[config.mk]
export PLATFORM = sky130hd
export DESIGN_NAME = isfet_sample_packer
export DESIGN_NICKNAME = d
export VERILOG_FILES = /design/src/rtl/isfet_sample_packer.sv
export SDC_FILE = /design/constraint.sdc
export NUM_CORES = 1
export LEC_CHECK = 0
export BUFFER_PORTS_ARGS = -buffer_cell sky130_fd_sc_hd__buf_2
export CAP_MARGIN = 20
export CORE_AREA = 2 2 206 208
export CTS_BUF_LIST = sky130_fd_sc_hd__clkbuf_8
export DETAILED_ROUTE_END_ITERATION = 7
export DIE_AREA = 0 0 208 210
export GPL_ROUTABILITY_DRIVEN = 0
export PLACE_DENSITY = 0.7
export REMOVE_ABC_BUFFERS = 1
export SLEW_MARGIN = 5
export SYNTH_ARGS = -nofsm -noshare
export SYNTH_HDL_FRONTEND = slang
export SYNTH_SLANG_ARGS = --single-unit
[constraint.sdc]
create_clock -name clk -period 21.8 [get_ports clk]
set_input_delay 2.18 -clock clk [delete_from_list [all_inputs] [get_ports clk]]
set_output_delay 2.18 -clock clk [all_outputs]
set_load 0.05 [all_outputs]
[src/rtl/isfet_sample_packer.sv]
`timescale 1ns/1ps
`default_nettype none
// ============================================================================
// Module      : isfet_sample_packer
// Description : Packs LANES consecutive SAMPLE_W-bit ISFET samples into one
//               word for the readout FIFO. A start-of-frame flushes any
//               partial word zero-padded. Optional frame header words are
//               enabled by the macro ISFET_PACKER_HEADER_EN.
// Revision    : 1.0 - initial release
// ============================================================================
module isfet_sample_packer #(
    parameter int SAMPLE_W = 16,
    parameter int LANES    = 16
) (
    input  logic                        clk,
    input  logic                        rst,
    input  logic                        s_valid,
    input  logic [SAMPLE_W-1:0]         s_data,
    input  logic                        s_sof,
    output logic                        s_ready,
    input  logic                        fifo_rdy,
    input  logic                        fifo_full,
    output logic [SAMPLE_W*LANES-1:0]   fifo_din,
    output logic                        fifo_wr_en,
    output logic [15:0]                 frame_cnt
);

    localparam int c_OUT_W = SAMPLE_W * LANES;
    localparam int c_CNT_W = (LANES > 1) ? $clog2(LANES) : 1;
    localparam logic [c_CNT_W-1:0] c_LAST = c_CNT_W'(LANES - 1);

    typedef enum logic [0:0] {
        ST_WAIT_RDY = 1'b0,
        ST_RUN      = 1'b1
    } state_t;

    state_t               r_state;
    logic [c_CNT_W-1:0]   r_cnt;
    logic [c_OUT_W-1:0]   r_pack;
    logic [c_OUT_W-1:0]   r_out;
    logic                 r_out_vld;
    logic [15:0]          r_frame_cnt;

    logic                 w_run;
    logic                 w_wr_en;
    logic                 w_slot_free;
    logic                 w_last;
    logic                 w_flush_pend;
    logic                 w_flush;
    logic                 w_hdr_pend;
    logic                 w_hdr_load;
    logic                 w_stall;
    logic                 w_ready;
    logic                 w_accept;
    logic [c_OUT_W-1:0]   w_pack_next;

    assign w_run        = (r_state == ST_RUN);
    assign w_wr_en      = r_out_vld && !fifo_full;
    // The output register can take a new word when it is empty or being drained now
    assign w_slot_free  = !r_out_vld || w_wr_en;
    assign w_last       = (r_cnt == c_LAST);
    assign w_flush_pend = s_valid && s_sof && (r_cnt != '0);
    assign w_flush      = w_run && w_flush_pend && w_slot_free;

`ifdef ISFET_PACKER_HEADER_EN
    logic                 r_hdr_done;
    logic [c_OUT_W-1:0]   w_hdr_word;

    assign w_hdr_pend = s_valid && s_sof && !r_hdr_done;
    // Header follows any flush, so it only loads once the pack register is empty
    assign w_hdr_load = w_run && w_hdr_pend && !w_flush_pend && w_slot_free;

    always_comb begin
        w_hdr_word = '0;
        w_hdr_word[(LANES-1)*SAMPLE_W +: SAMPLE_W] = SAMPLE_W'(16'hA5A5);
        w_hdr_word[0 +: SAMPLE_W] = SAMPLE_W'(r_frame_cnt + 16'd1);
    end
`else
    assign w_hdr_pend = 1'b0;
    assign w_hdr_load = 1'b0;
`endif

    assign w_stall  = (w_last && !w_slot_free) || w_flush_pend || w_hdr_pend;
    assign w_ready  = w_run && !w_stall;
    assign w_accept = s_valid && w_ready;

    always_comb begin
        w_pack_next = r_pack;
        w_pack_next[int'(r_cnt)*SAMPLE_W +: SAMPLE_W] = s_data;
    end

    always_ff @(posedge clk or posedge rst) begin
        if (rst) begin
            r_state     <= ST_WAIT_RDY;
            r_cnt       <= '0;
            r_pack      <= '0;
            r_out       <= '0;
            r_out_vld   <= 1'b0;
            r_frame_cnt <= 16'd0;
`ifdef ISFET_PACKER_HEADER_EN
            r_hdr_done  <= 1'b0;
`endif
        end else begin
            case (r_state)
                ST_WAIT_RDY: if (fifo_rdy) r_state <= ST_RUN;
                ST_RUN:      r_state <= ST_RUN;
                default:     r_state <= ST_WAIT_RDY;
            endcase

            if (w_wr_en) begin
                r_out_vld <= 1'b0;
            end

            if (w_flush) begin
                r_out     <= r_pack;
                r_out_vld <= 1'b1;
                r_pack    <= '0;
                r_cnt     <= '0;
`ifdef ISFET_PACKER_HEADER_EN
            end else if (w_hdr_load) begin
                r_out      <= w_hdr_word;
                r_out_vld  <= 1'b1;
                r_hdr_done <= 1'b1;
`endif
            end else if (w_accept) begin
                if (w_last) begin
                    r_out     <= w_pack_next;
                    r_out_vld <= 1'b1;
                    r_pack    <= '0;
                    r_cnt     <= '0;
                end else begin
                    r_pack    <= w_pack_next;
                    r_cnt     <= r_cnt + c_CNT_W'(1);
                end
                if (s_sof) begin
                    r_frame_cnt <= r_frame_cnt + 16'd1;
`ifdef ISFET_PACKER_HEADER_EN
                    r_hdr_done  <= 1'b0;
`endif
                end
            end
        end
    end

    assign s_ready    = w_ready;
    assign fifo_wr_en = w_wr_en;
    assign fifo_din   = r_out;
    assign frame_cnt  = r_frame_cnt;

endmodule
`default_nettype wire

==> impl_metrics.py <==
metrics = {
    "synth": {
        "ys_seq_elements": 534,
        "synthesis.area_um2": 21800,
        "synthCells": 1794,
        "synth_common_cells": "dfrtp_1 (534), a22o_1 (224), nand2_1 (155)",
        "ys.flop_type": "dfrtp_1",
        "ys_top_cells_by_area": "dfrtp_1 (61%), a22o_1 (9.0%), a221o_1 (6.6%), nand2_1 (2.7%), nor2_1 (1.9%)",
        "async_flop_share": 1.00,
        "synth_top_cell_by_area": "dfrtp_1",
        "syn_avg_cell_area_um2": 12.2,
        "ys_warn_count": 0,
        "synth_top_area_share": 0.612,
        "synth_most_common_cell": "dfrtp_1",
        "yosysSeqAreaShare": 0.612,
        "synth-edff-count": 0,
        "netlist-cell-type-count": 62,
    },
    "floorplanning": {
        "io_pins": 296,
        "initial_core_util": 0.526,
        "chipHeight_um": 210,
        "die-width_um": 208,
        "die_area_um2": 43700,
        "std_cell_rows": 75,
        "core_area_um2": 41500,
    },
    "clock_tree": {
        "ctsHoldBuffers": 0,
        "numCtsBuffers": 86,
        "post_cts.repair.setup_buffers": 0,
        "clk_pin_slew_ns": 0.06,
        "cts.sinks": 534,
        "cts_tree": "built",
        "cts-root-buf": "clkbuf_8",
        "clkLatencyLatePin_ns": 0.65,
        "cts.repair.resized": 0,
        "cts_max_path_buffers": 3,
        "cts_max_level": 3,
    },
    "worst_hold_path": {
        "hold_depth": 1,
        "hold_class": "reg -> reg",
    },
    "placement": {
        "hpwl_um": 39600,
        "place_ws_ns": 16.03,
        "port_buffers": 295,
    },
    "worst_setup_path": {
        "cpPeakStageDelay_ns": 0.32,
        "critPathKind": "in -> out",
        "slowest_stage": "buf_2",
        "start_kind": "input pin",
        "crit_chain": "buf_2 > nand2_1 > o21ai_0 > a31oi_1 > buf_2",
        "critical_path_arrival_ns": 3.05,
        "crit_fanout": 5,
        "end_kind": "primary output",
        "crit_required_ns": 19.62,
        "reg2reg_depth": 8,
        "cpMostUsedCell": "buf_2",
    },
    "timing": {
        "fin_crit_sh": 0.240,
        "min_period_ns": 5.23,
        "setup_viol": 0,
        "slew_headroom": 0.211,
        "whs_ns": 0.463,
        "worst_slew_pin_slew_ns": 1.18,
        "grt_setup_unrepaired": "no",
        "setup_ws_ns": 16.57,
        "tns_ns": 0,
        "finalHoldViolations": 0,
        "fmax_ghz": 0.191,
        "finalMaxSlewViolations": 0,
        "fin_worst_skew_ns": 0.0209,
    },
    "final_layout": {
        "regArea_um2": 13400,
        "layout.nets": 2083,
        "multi_input_area_um2": 7600,
        "synthToLayoutAreaGrowth_pct": 15.8,
        "fill_cells": 3378,
        "drive_gt1_frac": 0.236,
    },
    "detailed_routing": {
        "post-route-drc-count": 0,
        "first_pass_iters": 5,
        "wl_per_cell_um": 24.7,
        "ant_nets": 0,
        "vias": 17057,
        "routed_wirelength_um": 65600,
        "drt-vias-per-instance": 6.41,
        "drt_iter0_drc": 1543,
    },
    "grt": {
        "grt_pass1_wl_um": 101000,
        "grtUsageTotal": 0.298,
        "overflow": 0,
        "antenna_found_initial": 2,
        "grt_max_degree": 217,
        "first_global_vias": 16840,
    },
    "power_and_ir_drop": {
        "power.density_nw_per_um2": 112,
        "fin_total_pwr_uw": 2840,
        "peakVddDrop_mv": 0.0708,
        "p_leak_uw": 0.0131,
    },
    "job": {
        "max_cap_violations": 0,
    },
    "status": {
        "status": "complete, no violations",
    },
}
-- where the power goes --
part           internal, µW  switching (µW)  leakage [µW]
Combinational           184             613       0.00472
Sequential             1090            80.0       0.00743
Clock                   471             399      0.000980
Total                  1750            1090        0.0131
-- placed cells by master, fill, tap and decap left out, types with 4 or more instances in the layout --
cell type   count
a21o_1         48
nor2_2          7
dfrtp_1       534
a21oi_1         5
nor2b_1         4
clkinvlp_4      4
a21oi_2         4
nor2_1        111
clkinv_2       10
o221ai_1       30
inv_1          75
nand2_1       154
buf_2         295
clkbuf_8      109
o21ai_0        42
ha_1            4
buf_4          19
a22o_1        224
xnor2_1        13
nand3_1        41
nor2_4          4
and2_1         24
and3_1          8
o21ai_2         9
nor3_1         54
nor3_2          7
a222oi_1       16
o2bb2ai_1      48
nand4_1        11
a221o_1       144
-- area by class of cell --
class	instances	area share
sequential	534	0.529
inverter	52	0.00802
clock buffer	109	0.0593
antenna	2	0.000198
tap	539	0.0267
clock inverter	40	0.00911
multi-input combinational	1064	0.301
timing repair buffer	319	0.0673
-- metrics by stage --
stage                     utilization  std cells  area, µm²
after CTS                       0.608       2654      25200
after global placement          0.567       2505      23500
after floorplan                     -       1650      21100
after global routing            0.609       2658      25300
final                           0.609       2659      25300
after detailed placement        0.567       2505      23500
-- registers in the layout, summed over array words and instances, names as in the netlist --
signal / cells
fifo_din: 256
frame_cnt: 16
r_cnt: 4
r_out_vld: 1
r_pack: 256
r_state: 1
-- per-layer routing --
| layer | vias to the layer above | global-route usage | routed length, µm |
|---|---|---|---|
| met5 | - | 0 | 0 |
| li1 | 7307 | - | - |
| met4 | 0 | 0.116 | 2000 |
| met3 | 130 | 0.0618 | 5510 |
| met2 | 811 | 0.453 | 30200 |
| met1 | 8809 | 0.424 | 27800 |
-- critical path, delay by kind of cell --
kind | cells | cell delay (ns)
buffers and inverters | 2 | 0.46
and+or+nand+nor | 1 | 0.13
AOI/OAI and AO/OA | 2 | 0.28
-- path summary, 6_finish.rpt --
check,start,to,slack [ns]
max,fifo_full,s_ready,16.57
min,frame_cnt[15],frame_cnt[15],0.46
max reg2reg,r_cnt[0],r_pack[41],17.46
min reg2reg,frame_cnt[15],frame_cnt[15],0.46
max in group asynchronous,rst,r_pack[86],16.80
min in group asynchronous,rst,fifo_din[46],1.68
-- cells by family (layout without fill, tap and decap cells) --
kind of cell / after synthesis / count (layout) / synth area share
xor gates and xnor gates: 16 / 16 / 0.00642
adders and majority gates: 4 / 4 / 0.00229
buffers and inverters: 196 / 520 / 0.0412
other: 0 / 2 / 0
DFF: 534 / 534 / 0.612
AOI/OAI and AO/OA: 587 / 587 / 0.234
and+or+nand+nor: 454 / 454 / 0.102
muxes: 3 / 3 / 0.00143
Power figures use the tool's default switching activity.
